`config.mk`:
```
export PLATFORM = sky130hd
export DESIGN_NAME = lsu_ctrl
export DESIGN_NICKNAME = d
export VERILOG_FILES = /design/src/rtl/lsu_ctrl.sv
export SDC_FILE = /design/constraint.sdc
export NUM_CORES = 1
export LEC_CHECK = 0
export CORE_ASPECT_RATIO = 0.75
export CORE_MARGIN = 2
export CORE_UTILIZATION = 59
export CTS_CLUSTER_SIZE = 25
export DETAILED_ROUTE_END_ITERATION = 8
export GPL_TIMING_DRIVEN = 0
export PLACE_DENSITY = 0.87
export SLEW_MARGIN = 10
export SYNTH_ARGS = -nofsm -noshare
export SYNTH_HDL_FRONTEND = slang
export SYNTH_SLANG_ARGS = --single-unit
```
`constraint.sdc`:
```
create_clock -name clk -period 9.6 [get_ports clk]
set_input_delay 1.92 -clock clk [delete_from_list [all_inputs] [get_ports clk]]
set_output_delay 1.92 -clock clk [all_outputs]
set_load 0.02 [all_outputs]
```
`src/rtl/lsu_ctrl.sv`:
```
// ---------------------------------------------------------------------------
// lsu_ctrl -- load/store unit controller between the MEM stage and a
// word-wide, little-endian data memory with a req/gnt + rvalid handshake.
// Handles byte/half/word accesses, including misaligned accesses that
// straddle a word boundary (split into two beats), and flags illegal func3.
//
// Ports
//   clk, rst_n          clock, asynchronous active-low reset
//   lsu_valid           request from MEM stage (held with fields until done)
//   lsu_we              1 = store, 0 = load
//   lsu_func3[2:0]      000 b, 001 h, 010 w, 100 bu, 101 hu (others illegal)
//   lsu_addr[31:0]      byte address
//   lsu_wdata[31:0]     right-justified store data
//   lsu_stall           pipeline hold (lsu_valid & ~lsu_done)
//   lsu_done            one-cycle completion pulse
//   lsu_err             one-cycle pulse with lsu_done for illegal func3
//   lsu_rdata[31:0]     aligned, extended load result (held until next load)
//   dm_req / dm_gnt     memory request / accept
//   dm_we               write beat
//   dm_addr[31:0]       word address (bits [1:0] always 0)
//   dm_wstrb[3:0]       byte-lane write enables
//   dm_wdata[31:0]      lane-positioned write data
//   dm_rvalid, dm_rdata read response
// ---------------------------------------------------------------------------
module lsu_ctrl (
  input  logic        clk,
  input  logic        rst_n,
  input  logic        lsu_valid,
  input  logic        lsu_we,
  input  logic [2:0]  lsu_func3,
  input  logic [31:0] lsu_addr,
  input  logic [31:0] lsu_wdata,
  output logic        lsu_stall,
  output logic        lsu_done,
  output logic        lsu_err,
  output logic [31:0] lsu_rdata,
  output logic        dm_req,
  input  logic        dm_gnt,
  output logic        dm_we,
  output logic [31:0] dm_addr,
  output logic [3:0]  dm_wstrb,
  output logic [31:0] dm_wdata,
  input  logic        dm_rvalid,
  input  logic [31:0] dm_rdata
);

  typedef enum logic [1:0] {IDLE, REQ, RSP, DONE} state_t;

  state_t      state, state_next;
  logic        beat, beat_next;
  logic        split_q;
  logic        we_q;
  logic [2:0]  func3_q;
  logic [31:0] addr_q;
  logic [31:0] wdata_q;
  logic [31:0] buf0, buf1;

  logic        take;
  logic        cap;
  logic        rdata_load;
  logic        sel_we;
  logic [2:0]  sel_func3;
  logic [31:0] sel_addr;
  logic [31:0] sel_wdata;
  logic [7:0]  sel_mask;
  logic [63:0] sel_data;
  logic        dm_req_next;
  logic        dm_we_next;
  logic [31:0] dm_addr_next;
  logic [3:0]  dm_wstrb_next;
  logic [31:0] dm_wdata_next;
  logic        done_next;
  logic        err_next;
  logic [63:0] rsp_cat;
  logic [31:0] rdata_next;

  function automatic logic is_illegal(input logic [2:0] f3);
    return (f3 == 3'b011) || (f3 == 3'b110) || (f3 == 3'b111);
  endfunction

  // Byte-enable pattern across two adjacent words: low nibble is beat0,
  // high nibble is beat1.
  function automatic logic [7:0] lane_mask(input logic [2:0] f3, input logic [1:0] off);
    logic [7:0] base;
    case (f3[1:0])
      2'b00:   base = 8'h01;
      2'b01:   base = 8'h03;
      default: base = 8'h0F;
    endcase
    return base << off;
  endfunction

  // Store data truncated to the access size and moved to its byte lanes
  // across two adjacent words.
  function automatic logic [63:0] lane_data(input logic [2:0] f3, input logic [1:0] off,
                                            input logic [31:0] wd);
    logic [63:0] d;
    case (f3[1:0])
      2'b00:   d = {56'd0, wd[7:0]};
      2'b01:   d = {48'd0, wd[15:0]};
      default: d = {32'd0, wd};
    endcase
    return d << {off, 3'b000};
  endfunction

  // Extract the addressed bytes from the two-word buffer and extend.
  function automatic logic [31:0] load_extract(input logic [2:0] f3, input logic [1:0] off,
                                               input logic [63:0] cat);
    logic [31:0] sh;
    sh = 32'(cat >> {off, 3'b000});
    case (f3)
      3'b000:  return {{24{sh[7]}}, sh[7:0]};
      3'b001:  return {{16{sh[15]}}, sh[15:0]};
      3'b100:  return {24'd0, sh[7:0]};
      3'b101:  return {16'd0, sh[15:0]};
      default: return sh;
    endcase
  endfunction

  assign lsu_stall = lsu_valid & ~lsu_done;

  // State register plus all registered outputs; every dm_* output is a flop
  // so nothing from the lsu_* side reaches memory combinationally.
  always_ff @(posedge clk or negedge rst_n) begin
    if (!rst_n) begin
      state     <= IDLE;
      beat      <= 1'b0;
      split_q   <= 1'b0;
      we_q      <= 1'b0;
      func3_q   <= 3'b000;
      addr_q    <= 32'd0;
      wdata_q   <= 32'd0;
      buf0      <= 32'd0;
      buf1      <= 32'd0;
      dm_req    <= 1'b0;
      dm_we     <= 1'b0;
      dm_addr   <= 32'd0;
      dm_wstrb  <= 4'd0;
      dm_wdata  <= 32'd0;
      lsu_done  <= 1'b0;
      lsu_err   <= 1'b0;
      lsu_rdata <= 32'd0;
    end else begin
      state    <= state_next;
      beat     <= beat_next;
      dm_req   <= dm_req_next;
      dm_we    <= dm_we_next;
      lsu_done <= done_next;
      lsu_err  <= err_next;
      if (dm_req_next) begin
        dm_addr  <= dm_addr_next;
        dm_wstrb <= dm_wstrb_next;
        dm_wdata <= dm_wdata_next;
      end
      if (take) begin
        we_q    <= lsu_we;
        func3_q <= lsu_func3;
        addr_q  <= lsu_addr;
        wdata_q <= lsu_wdata;
        split_q <= |sel_mask[7:4];
      end
      if (cap) begin
        if (beat) buf1 <= dm_rdata;
        else      buf0 <= dm_rdata;
      end
      if (rdata_load) lsu_rdata <= rdata_next;
    end
  end

  // Next-state logic and the values the output flops load next cycle.
  // In IDLE the incoming request fields are used directly so the first
  // beat is presented in the cycle right after acceptance.
  always_comb begin
    state_next = state;
    beat_next  = beat;
    take       = 1'b0;
    cap        = 1'b0;
    rdata_load = 1'b0;

    sel_we    = (state == IDLE) ? lsu_we    : we_q;
    sel_func3 = (state == IDLE) ? lsu_func3 : func3_q;
    sel_addr  = (state == IDLE) ? lsu_addr  : addr_q;
    sel_wdata = (state == IDLE) ? lsu_wdata : wdata_q;
    sel_mask  = lane_mask(sel_func3, sel_addr[1:0]);
    sel_data  = lane_data(sel_func3, sel_addr[1:0], sel_wdata);

    // The beat being answered is merged with the other buffer so the final
    // result is available in the same cycle the last response arrives.
    rsp_cat    = beat ? {dm_rdata, buf0} : {buf1, dm_rdata};
    rdata_next = load_extract(func3_q, addr_q[1:0], rsp_cat);

    case (state)
      IDLE: begin
        if (lsu_valid) begin
          take      = 1'b1;
          beat_next = 1'b0;
          state_next = is_illegal(lsu_func3) ? DONE : REQ;
        end
      end
      REQ: begin
        if (dm_gnt) begin
          if (!we_q) begin
            state_next = RSP;
          end else if (split_q && !beat) begin
            state_next = REQ;
            beat_next  = 1'b1;
          end else begin
            state_next = DONE;
          end
        end
      end
      RSP: begin
        if (dm_rvalid) begin
          cap = 1'b1;
          if (split_q && !beat) begin
            state_next = REQ;
            beat_next  = 1'b1;
          end else begin
            state_next = DONE;
            rdata_load = 1'b1;
          end
        end
      end
      DONE: begin
        state_next = IDLE;
      end
      default: begin
        state_next = IDLE;
      end
    endcase

    dm_req_next   = (state_next == REQ);
    dm_we_next    = dm_req_next & sel_we;
    dm_addr_next  = {sel_addr[31:2], 2'b00} + {29'd0, beat_next, 2'b00};
    dm_wstrb_next = 4'd0;
    dm_wdata_next = 32'd0;
    if (sel_we) begin
      dm_wstrb_next = beat_next ? sel_mask[7:4]   : sel_mask[3:0];
      dm_wdata_next = beat_next ? sel_data[63:32] : sel_data[31:0];
    end

    // DONE is reached straight from IDLE only for an illegal func3.
    done_next = (state_next == DONE);
    err_next  = done_next && (state == IDLE);
  end

endmodule

```
==> reports/qor.yml, run 1 <==
clock_tree:
  clk_pin_slew_ps: 60
  numCtsBuffers: 24
  post_cts_buffers: 0
  cts_tree: "done"
  cts_resized: 0
  h-tree-depth: 1
  holdBufCountCts: 0
  clk_latency_ps: 540
  clock_sinks: 230
  clk_path_buf_depth: 3
  cts_root_buffer: "clkbuf_16"
floorplanning:
  die_h_um: 132
  num_rows: 46
  die_x_um: 175
  ios: 210
  initial_core_util_pct: 60.6
  core-area_um2: 21300
  die-area_um2: 23100
sta:
  relSlewSlack_pct: 42.0
  period_share_pct: 54.1
  rsz0062_at_grt: "false"
  hold_viol: 0
  worstMarginPinSlew_ps: 846
  fmax_ghz: 0.193
  setup_viol: 0
  period_needed_ps: 5190
  timing.clock.skew_ps: 16.1
  drv_slew: 0
global_route:
  grt_usage_pct: 36.0
  antenna_found_initial: 1
  first_global_vias: 11300
  grt_max_degree: 98
  grt_pass1_wl_um: 64500
  overflow: 0
power:
  power_mw: 5.86
  power_leakage_nw: 7.06
  power_density_nw_per_um2: 362
  vdd_drop_max_mv: 0.197
logic_synthesis:
  syn_avg_cell_area_um2: 10.2
  synth_area_um2: 12900
  postSynthCellCount: 1261
  synthFlopType: "dfrtp_1"
  ys_types: 67
  synth-seq-area-share_pct: 44.6
  yosys_warnings: 0
  synth_edf_count: 0
  ys_async_sr_fraction_pct: 100
  synth_seq_cells: 230
critical_path:
  cp-end-kind: "output pin"
  crit_type: "input port to output pin"
  cp.arrival_ps: 3270
  crit_path_start_kind: "input port"
  required_ps: 7680
  cp_max_fo: 4
layout:
  area_growth_pct: 25.5
  multiInputGateArea_um2: 6650
  drive_gt1_share_pct: 15.4
  n_fill_cell: 1441
  fin_nets: 1604
  seq_area_um2: 5760
  final_cells: 1801
  postLayoutCellArea_um2: 16200
route:
  antenna_left: 0
  routed_via_density: 6.45
  drtIter0Drc: 1392
  routed_wl_um: 41800
  drc: 0
  drt-pass1-iter-count: 5
  wire_per_inst_um: 23.2
  vias: 11600
placed_design:
  placed_cell_area_um2: 15400
  routabilityCongestion: 0.979
  io_buffers: 207
  dp.final_hpwl_um: 31100
  dp.cells: 1759
hold_path:
  hold_class: "flop to flop"
run:
  maxCapViolCount: 0
status:
  outcome: "complete, no violations"
-- cells in the final DEF (no fill, tap or decap), drive strengths merged, types with 5 or more instances in the layout --
cell | synthesis | layout
nand2 | 328 | 328
dfrtp | 230 | 230
clkdlybuf4s50 | 0 | 206
mux2 | 79 | 79
o21ai | 77 | 77
clkbuf | 40 | 76
mux2i | 66 | 66
buf | 55 | 58
mux4 | 48 | 48
nor2 | 48 | 48
nand3 | 41 | 41
a21oi | 34 | 34
a22o | 20 | 20
o211ai | 18 | 18
xor2 | 17 | 17
nand3b | 16 | 16
a32o | 15 | 15
o31ai | 14 | 14
o21a | 10 | 10
nor3 | 10 | 10
a32oi | 9 | 9
a31oi | 9 | 9
xnor2 | 8 | 8
nor4bb | 8 | 8
nor2b | 5 | 5
nand4 | 5 | 5
nand4bb | 5 | 5
-- per-layer routing --
layer	wire [um]	share of wire (%)	GRT usage, %
met5	0	0	0
met4	945	2.3	9.31
met3	5350	13	9.43
met2	18200	43	52.5
met1	17300	41	53.8
-- critical path, stage by stage --
cell and delay, ps:
clkdlybuf4s50_1 590, nor2b_1 160, clkdlybuf4s50_1 600
-- report_power, final --
part	switching [mW]	internal [mW]	total [mW]	leakage, nW
sequential	0.315	1.41	1.73	2.89
combinational	1.88	1.31	3.19	3.78
clock	0.394	0.552	0.946	0.393
total	2.58	3.27	5.86	7.06
-- synth_stat cells, drive strengths merged (17+ instances only) --
library cell	n	share of area, %
mux2i	66	5.1
a22o	20	1.4
dfrtp	230	45
o211ai	18	1.0
a21oi	34	1.3
mux4	48	8.4
mux2	79	6.9
xor2	17	1.2
nor2	48	1.5
clkbuf	40	1.2
nand3	41	1.8
nand2	328	9.5
buf	55	2.5
o21ai	77	3.0
-- kinds of logic (layout without fill, tap and decap cells) --
group	count (synthesis)	after routing	synth area share, %
AO/OA/AOI/OAI	223	223	11.9
XOR/XNOR	25	25	1.70
adder cells (fa/ha/maj)	2	2	0.194
buffers and inverters	99	348	3.79
flip-flops	230	230	44.6
multiplexers	193	193	20.4
other	1	4	0.0291
AND/OR/NAND/NOR	488	488	17.4
-- per-stage QoR --
step	setup slack, ps	hold slack [ps]	setup TNS [ps]	util (%)
final	4410	479	0	76.0
after global routing	4370	491	0	76.0
after CTS	4420	480	0	76.0
after detailed placement	4340	464	0	72.3
after global placement	-3010	451	-687220	72.0
after floorplan	5430	439	0	-
-- state kept, by name, summed over array words and instances, names as in the netlist, 4 cells and up --
signal and flops:
addr_q 32, buf0 32, buf1 24, dm_addr 30
dm_wdata 32, dm_wstrb 4, lsu_rdata 32, wdata_q 32
-- area by class of cell --
type	count	share of cell area, %
Multi-Input combinational cell	933	41.1
Sequential cell	230	35.6
Timing Repair Buffer	209	13.2
Clock buffer	36	4.54
Buffer	95	2.93
Tap cell	288	2.23
Clock inverter	4	0.348
Inverter	4	0.0928
Antenna cell	2	0.0309
-- final timing paths --
kind	from	to	slack (ps)	cells after the start
min in group asynchronous	rst_n	lsu_rdata[14]$_DFFE_PN0P_	1260	1
worst max register to register	state[1]$_DFF_PN0_	dm_addr[26]$_DFFE_PN0P_	5320	14
max in group asynchronous	rst_n	dm_wdata[12]$_DFFE_PN0P_	7530	2
worst min register to register	addr_q[29]$_DFFE_PN0P_	addr_q[29]$_DFFE_PN0P_	480	2
worst min-delay path	addr_q[29]$_DFFE_PN0P_	addr_q[29]$_DFFE_PN0P_	480	2
worst max-delay path	lsu_valid	lsu_stall	4410	3
Note: power is estimated with default switching activity, not from simulation.
==> run 2: changes to the inputs <==
Settings changed: CORE_UTILIZATION 59 to 49, PLACE_DENSITY 0.87 to 0.77.
Clock period 9.6 ns to 4.5 ns, I/O delays scaled along.
==> run 2 against run 1 <==
Net effect:
- wire length about the same
- non-clock buffer count down 1
- sequential power up 110%
- sequential share of layout area decreased by 0.14 points
- final cell count increased by 3.2%
- via count shrank 2.3%
- critical path depth up 12
- combinational power grew 110%
- highest routed layer unchanged
==> reports/qor.yml, run 2 (synthesis gave the netlist of run 1 again) <==
floorplanning:
  core-area_um2: 25900  # was 21300 um^2
  num_rows: 51  # was 46
  die_x_um: 191  # was 175 um
  die_h_um: 144  # was 132 um
  die-area_um2: 27600  # was 23100 um^2
  ios: 210  # unchanged
  initial_core_util_pct: 49.8  # was 60.6%
sta:
  worstMarginPinSlew_ps: 921  # was 846 ps
  tns_ps: 0  # unchanged
  drv_slew: 0  # unchanged
  period_share_pct: 92.4
  rsz0062_at_grt: "false"  # unchanged
  hold_viol: 0  # unchanged
  period_needed_ps: 4160
  timing.clock.skew_ps: 11.3  # was 16.1 ps
  setup_viol: 0  # unchanged
  relSlewSlack_pct: 38.6  # was 42.0%
  hold_slack_ps: 269  # was 479 ps
  fmax_ghz: 0.240
route:
  antenna_left: 0  # unchanged
  drtIter0Drc: 1396  # was 1392
  vias: 11400  # was 11.6k
  routed_wl_um: 41900  # was 41800 um
  drt-pass1-iter-count: 7  # was 5
  routed_via_density: 6.12  # was 6.45
  wire_per_inst_um: 22.5  # was 23.2 um
  drc: 0  # unchanged
layout:
  drive_gt1_share_pct: 15.5  # was 15.4%
  area_growth_pct: 26.0  # was 25.5%
  n_fill_cell: 2150  # was 1441
  final_cell_mix: "328 x nand2_1, 230 x dfrtp_1, 206 x clkdlybuf4s50_1, 78 x mux2_2, 66 x mux2i_1"  # unchanged
  fin_nets: 1603  # was 1604
  final_util_pct: 62.7  # was 76.0%
  layout_commonest_cell: "nand2_1"  # unchanged
  diodes: 0  # was 2
power:
  power_density_nw_per_um2: 765  # was 362 nW/um^2
  power_leakage_nw: 7.07  # was 7.06 nW
  vdd_drop_max_mv: 0.412  # was 0.197 mV
critical_path:
  crit_path_cell_trace: "buf_6 > buf_6 > or2_1 > buf_4 > buf_2 > buf_1 > nand2_1 > nand2_1 > ha_1 > ha_1 > a21boi_1 > nand3b_2 > o41ai_2 > o31ai_1 > o21ai_1"  # was clkdlybuf4s50_1 > nor2b_1 > clkdlybuf4s50_1
  cp-end-kind: "flop"  # was output pin
  cp_slowest_cell: "buf_1"  # was clkdlybuf4s50_1
  cp_max_fo: 10  # was 4
  critical_path_buf_inv_count: 5  # was 2
  crit_path_start_kind: "flop"  # was input port
  cp.arrival_ps: 4610  # was 3270 ps
  required_ps: 4950  # was 7680 ps
  critical_path.top_delay_family: "buffers and inverters"  # unchanged
  cpPeakStageDelay_ps: 630  # was 600 ps
  crit_type: "flop to flop"  # was input port to output pin
clock_tree:
  cts_tree: "done"  # unchanged
  clock_sinks: 230  # unchanged
  clk_latency_ps: 530  # was 540 ps
  h-tree-depth: 1  # unchanged
  clk_path_buf_depth: 3  # unchanged
  numCtsBuffers: 24  # unchanged
  clk_pin_slew_ps: 60  # about the same
  post_cts_buffers: 0  # unchanged
  cts_root_buffer: "clkbuf_16"  # unchanged
global_route:
  overflow: 0  # unchanged
  antenna_found_initial: 0  # was 1
  first_global_vias: 10800  # was 11.3k
  grt_max_degree: 101  # was 98
  grt_usage_pct: 30.3  # was 36.0%
  grt_pass1_wl_um: 63600  # was 64500 um
placed_design:
  routabilityCongestion: 0.948  # was 0.979
  dp.final_hpwl_um: 31200  # was 31100 um
  io_buffers: 207  # unchanged
hold_path:
  hold_class: "input port to asynchronous set/reset pin"  # was flop to flop
run:
  maxCapViolCount: 0  # unchanged
status:
  outcome: "complete, no violations"  # unchanged
-- run 2: cell count changes in the layout (fill, tap and decap cells not counted), sizes merged --
cell    change
clkbuf      +1
clkinv      +3
diode       -2
buf         -1
-- run 2: stage by stage --
stage | instances | setup WS, ps | power [mW] | instance area, um^2
after floorplan | 1262 | 1350 | 7.78 | 12900
after global routing | 1858 | 94.0 | 13.1 | 16300
after detailed placement | 1815 | 129 | 10.3 | 15500
final | 1858 | 342 | 12.4 | 16300
after global placement | 1813 | -7330 | 10.1 | 15400
after CTS | 1859 | 266 | 12.3 | 16300
-- run 2: worst paths after layout --
| check | start | cells past startpoint | endpoint | slack (ps) |
|---|---|---|---|---|
| setup / recovery | state[0]$_DFF_PN0_ | 15 | dm_addr[26]$_DFFE_PN0P_ | 340 |
| hold / removal | rst_n | 1 | lsu_rdata[25]$_DFFE_PN0P_ | 270 |
| setup reg to reg | state[0]$_DFF_PN0_ | 15 | dm_addr[26]$_DFFE_PN0P_ | 340 |
| hold reg to reg | wdata_q[11]$_DFFE_PN0P_ | 2 | wdata_q[11]$_DFFE_PN0P_ | 480 |
| max in group asynchronous | rst_n | 2 | wdata_q[15]$_DFFE_PN0P_ | 3430 |
| min in group clk | wdata_q[11]$_DFFE_PN0P_ | 2 | wdata_q[11]$_DFFE_PN0P_ | 480 |
-- run 2: report_power, final --
group          total [mW]  internal, mW  leakage [nW]  switching [mW]
registers            3.66          3.01          2.89           0.654
clock network        2.00          1.17         0.396           0.829
logic                6.77          2.80          3.78            3.97
-- run 2: area by class of cell --
| class | instances | area, um^2 | share of cell area, % |
|---|---|---|---|
| multi-input combinational | 933 | 6650 | 40.9 |
| sequential | 230 | 5760 | 35.4 |
| timing repair buffer | 209 | 2130 | 13.1 |
| clock buffer | 37 | 731 | 4.50 |
| buffer | 94 | 470 | 2.89 |
| tap | 344 | 430 | 2.65 |
| clock inverter | 7 | 63.8 | 0.393 |
| inverter | 4 | 15.0 | 0.0924 |
-- run 2: per-layer routing --
metal / track usage [%] / wire (um)
met5: 0 / 0
met1: 45.3 / 18100
met2: 45.0 / 18200
met3: 6.92 / 4760
met4: 6.60 / 799
-- run 2: repair_timing --
action | CTS | global route
setup endpoints to repair | 0 | 1
hold buffers | 0 | 0
gates resized for setup | 0 | 0
-- run 2: worst register-to-register path, cell delays in order (launching register included) --
cell	delay, ps
dfrtp_1	440
buf_6	190
buf_6	150
or2_1	110
buf_4	180
buf_2	340
buf_1	640
nand2_1	110
nand2_1	90
ha_1	220
ha_1	290
a21boi_1	330
nand3b_2	300
o41ai_2	430
o31ai_1	130
o21ai_1	120
==> run 3: changes to the inputs <==
Settings changed: ABC_AREA set to 1, CORE_UTILIZATION 49 to 50, PLACE_DENSITY 0.77 to 0.78.
==> run 3 against run 2 <==
Net effect:
- die area grew 1.3%
- global-route usage up 5.4 points
- synthesized area up 3.4%
- register-to-register slack improved by 690 ps
- largest power group unchanged
- combinational power up 23%
- clock-buffer cell count decreased by 2
- wire length rose by 19%
- clock power increased by 3%
- sequential share of layout area is 0.96 points lower
- utilization rose by 1.3 points
- final cell count up 38%
==> reports/qor.yml, run 3 <==
floorplanning:
  ios: 210  # unchanged
  initial_core_util_pct: 51.1  # was 49.8%
  die-area_um2: 28000  # was 27600 um^2
  die_x_um: 193  # was 191 um
  core-area_um2: 26100  # was 25900 um^2
  num_rows: 51  # unchanged
  die_h_um: 145  # was 144 um
logic_synthesis:
  synth_area_um2: 13300  # was 12900 um^2
  syn_avg_cell_area_um2: 6.80  # was 10.2 um^2
  synthFlopType: "dfrtp_1"  # unchanged
  ys_types: 44  # was 67
  synth_most_common_cell: "nand2_1"  # unchanged
  synthTopCellsByArea: "dfrtp_1 43%, nand2_1 21%, o21ai_0 11%"  # was dfrtp_1 45%, nand2_1 9.5%, mux4_2 8.4%
  synth-seq-area-share_pct: 43.2  # was 44.6%
  synth_edf_count: 0  # unchanged
  yosys_warnings: 0  # unchanged
  ys_top_cells_by_count: "759 x nand2_1, 284 x o21ai_0, 230 x dfrtp_1, 153 x inv_1, 153 x nor2_1"  # was 328 x nand2_1, 230 x dfrtp_1, 78 x mux2_2, 66 x mux2i_1, 62 x o21ai_0
  synth_area_leader_cell: "dfrtp_1"  # unchanged
  synth_seq_cells: 230  # unchanged
  synth.top_cell.area_share_pct: 43.2  # was 44.6%
  ys_async_sr_fraction_pct: 100  # unchanged
  postSynthCellCount: 1960  # was 1261
critical_path:
  required_ps: 4980  # was 4950 ps
  crit_type: "input port to flop"  # was flop to flop
  startpoint: "lsu_valid"  # was state[0]$_DFF_PN0_
  regToRegEndpoint: "dm_addr[18]$_DFFE_PN0P_"  # was dm_addr[26]$_DFFE_PN0P_
  cpPeakStageDelay_ps: 480  # was 630 ps
  crit_cells: 16  # was 15
  critical_path_buf_inv_count: 6  # was 5
  cp-end-kind: "flop"  # unchanged
  rr_worst_depth: 17  # was 15
  cp_max_fo: 10  # unchanged
  critical_path.top_delay_family: "buffers and inverters"  # unchanged
  rrSetupSlack_ps: 1030  # was 340 ps
  crit_path_start_kind: "input port"  # was flop
  crit_path_cell_trace: "clkdlybuf4s50_1 > inv_1 > nor2_4 > inv_1 > nand2_1 > clkbuf_1 > inv_1 > ha_1 > ha_1 > nand3_2 > inv_1 > nand2_1 > nor2_1 > xor2_1 > nand2_1 > nand2_1"  # was buf_6 > buf_6 > or2_1 > buf_4 > buf_2 > buf_1 > nand2_1 > nand2_1 > ha_1 > ha_1 > a21boi_1 > nand3b_2 > o41ai_2 > o31ai_1 > o21ai_1
  cp.arrival_ps: 4240  # was 4610 ps
  cp_slowest_cell: "clkbuf_1"  # was buf_1
  cp-endpoint: "dm_addr[18]$_DFFE_PN0P_"  # was dm_addr[26]$_DFFE_PN0P_
  r2r-start: "state[0]$_DFF_PN0_"  # unchanged
route:
  routed_via_density: 5.58  # was 6.12
  wire_per_inst_um: 19.5  # was 22.5 um
  vias: 14300  # was 11.4k
  drc: 0  # unchanged
  routed_wl_um: 49900  # was 41900 um
  antenna_left: 0  # unchanged
  drt-pass1-iter-count: 7  # unchanged
  drtIter0Drc: 1470  # was 1396
layout:
  final_cell_mix: "759 x nand2_1, 284 x o21ai_0, 230 x dfrtp_1, 206 x clkdlybuf4s50_1"  # was 328 x nand2_1, 230 x dfrtp_1, 206 x clkdlybuf4s50_1, 78 x mux2_2, 66 x mux2i_1
  layout_commonest_cell: "nand2_1"  # unchanged
  fin_nets: 2304  # was 1603
  postLayoutCellArea_um2: 16700  # was 16300 um^2
  area_growth_pct: 25.3  # was 26.0%
  drive_gt1_share_pct: 6.64  # was 15.5%
sta:
  drv_slew: 0  # unchanged
  period_needed_ps: 3760  # was 4160 ps
  relSlewSlack_pct: 32.7  # was 38.6%
  hold_slack_ps: 183  # was 269 ps
  rsz0062_at_grt: "false"  # unchanged
  tns_ps: 0  # unchanged
  worstMarginPinSlew_ps: 998  # was 921 ps
  hold_viol: 0  # unchanged
  timing.clock.skew_ps: 16.4  # was 11.3 ps
  setup_ws_ps: 737  # was 342 ps
  fmax_ghz: 0.266  # was 0.240 GHz
  setup_viol: 0  # unchanged
  period_share_pct: 83.6  # was 92.4%
clock_tree:
  holdBufCountCts: 0  # unchanged
  numCtsBuffers: 25  # was 24
  clk_pin_slew_ps: 60  # about the same
  clk_path_buf_depth: 3  # unchanged
  cts_tree: "done"  # unchanged
  post_cts_buffers: 0  # unchanged
  h-tree-depth: 1  # unchanged
  clock_sinks: 230  # unchanged
  cts_resized: 0  # unchanged
  clk_latency_ps: 550  # was 530 ps
  cts_root_buffer: "clkbuf_16"  # unchanged
global_route:
  grt_max_degree: 111  # was 101
  antenna_found_initial: 1  # was 0
  overflow: 0  # unchanged
  first_global_vias: 13400  # was 10.8k
  grt_pass1_wl_um: 76400  # was 63600 um
  grt_usage_pct: 35.7  # was 30.3%
hold_path:
  hold_class: "input port to asynchronous set/reset pin"  # unchanged
placed_design:
  placed_cell_area_um2: 15900  # was 15500 um^2
  place_ws_ps: 288  # was 129 ps
  io_buffers: 207  # unchanged
  dp.final_hpwl_um: 38600  # was 31200 um
  routabilityCongestion: 0.973  # was 0.948
status:
  outcome: "complete, no violations"  # unchanged
power:
  vdd_drop_max_mv: 0.464  # was 0.412 mV
  power_density_nw_per_um2: 827  # was 765 nW/um^2
  power_leakage_nw: 8.04  # was 7.07 nW
run:
  maxCapViolCount: 0  # unchanged
-- run 3: cell types whose count changed after synthesis, sizes merged, moves of 48 or more --
cell and change:
mux4 -48, mux2i -64, nand2 +442, nor2 +116
mux2 -79, inv +158, o21ai +259
-- run 3: where the power goes --
group / internal, mW / switching [mW] / total [mW] / leakage [nW]
sequential: 2.98 / 0.463 / 3.44 / 2.89
combinational: 2.63 / 5.67 / 8.30 / 4.75
clock: 1.20 / 0.866 / 2.07 / 0.398
-- run 3: worst reg2reg max path, stage by stage (launching register included) --
cell	delay, ps
dfrtp_1	380
buf_6	150
inv_2	80
nand2_4	70
nor2_4	220
inv_1	210
nand2_1	240
clkbuf_1	480
inv_1	100
ha_1	310
ha_1	270
nand3_2	180
inv_1	130
nand2_1	130
nor2_1	80
xor2_1	190
nand2_1	90
nand2_1	70
-- run 3: layout make-up --
| cell class | count | area [um^2] |
|---|---|---|
| diodes | 1 | 2.50 |
| plain buffers | 117 | 597 |
| clock buffers | 35 | 703 |
| clock inverters | 8 | 100 |
| fillers | 2389 | 9400 |
| inverters | 165 | 622 |
| multi-input cells | 1449 | 6360 |
| flip-flops and latches | 230 | 5760 |
| well taps | 344 | 430 |
| repair buffers | 209 | 2130 |
-- run 3: through the flow --
stage	power [mW]	std cells	util, %
finish	13.8	2558	64.0
global placement	11.4	2512	60.7
detailed placement	11.5	2514	60.9
global route	14.7	2558	64.0
CTS	13.6	2557	64.0
floorplan	8.39	1961	-
-- run 3: worst min path at each step --
stage	from	to	slack, ps	depth (start not counted)
after floorplan	addr_q[26]$_DFFE_PN0P_	addr_q[26]$_DFFE_PN0P_	440	2
after global placement	addr_q[28]$_DFFE_PN0P_	addr_q[28]$_DFFE_PN0P_	450	2
after detailed placement	addr_q[26]$_DFFE_PN0P_	addr_q[26]$_DFFE_PN0P_	460	2
after CTS	rst_n	lsu_rdata[13]$_DFFE_PN0P_	170	1
after global routing	rst_n	lsu_rdata[18]$_DFFE_PN0P_	170	1
final	rst_n	lsu_rdata[13]$_DFFE_PN0P_	180	1
-- run 3: cell families after synthesis --
logic type	count (synthesis)	share of synthesized area, %
flip-flops	230	43.2
multiplexers	2	0.150
adder cells (fa/ha/maj)	2	0.188
other	1	0.0281
AND/OR/NAND/NOR	1024	30.6
buffers and inverters	282	9.14
AO/OA/AOI/OAI	413	16.4
XOR/XNOR	6	0.394
-- run 3: layer usage --
layer | wire length [um] | part of all wire (%) | track usage, % | up-vias
met2 | 20400 | 41 | 50.0 | 786
met4 | 895 | 1.8 | 6.95 | 0
li1 | - | - | - | 6697
met1 | 22500 | 45 | 55.3 | 6729
met3 | 6030 | 12 | 9.50 | 68
met5 | 0 | 0 | 0 | -
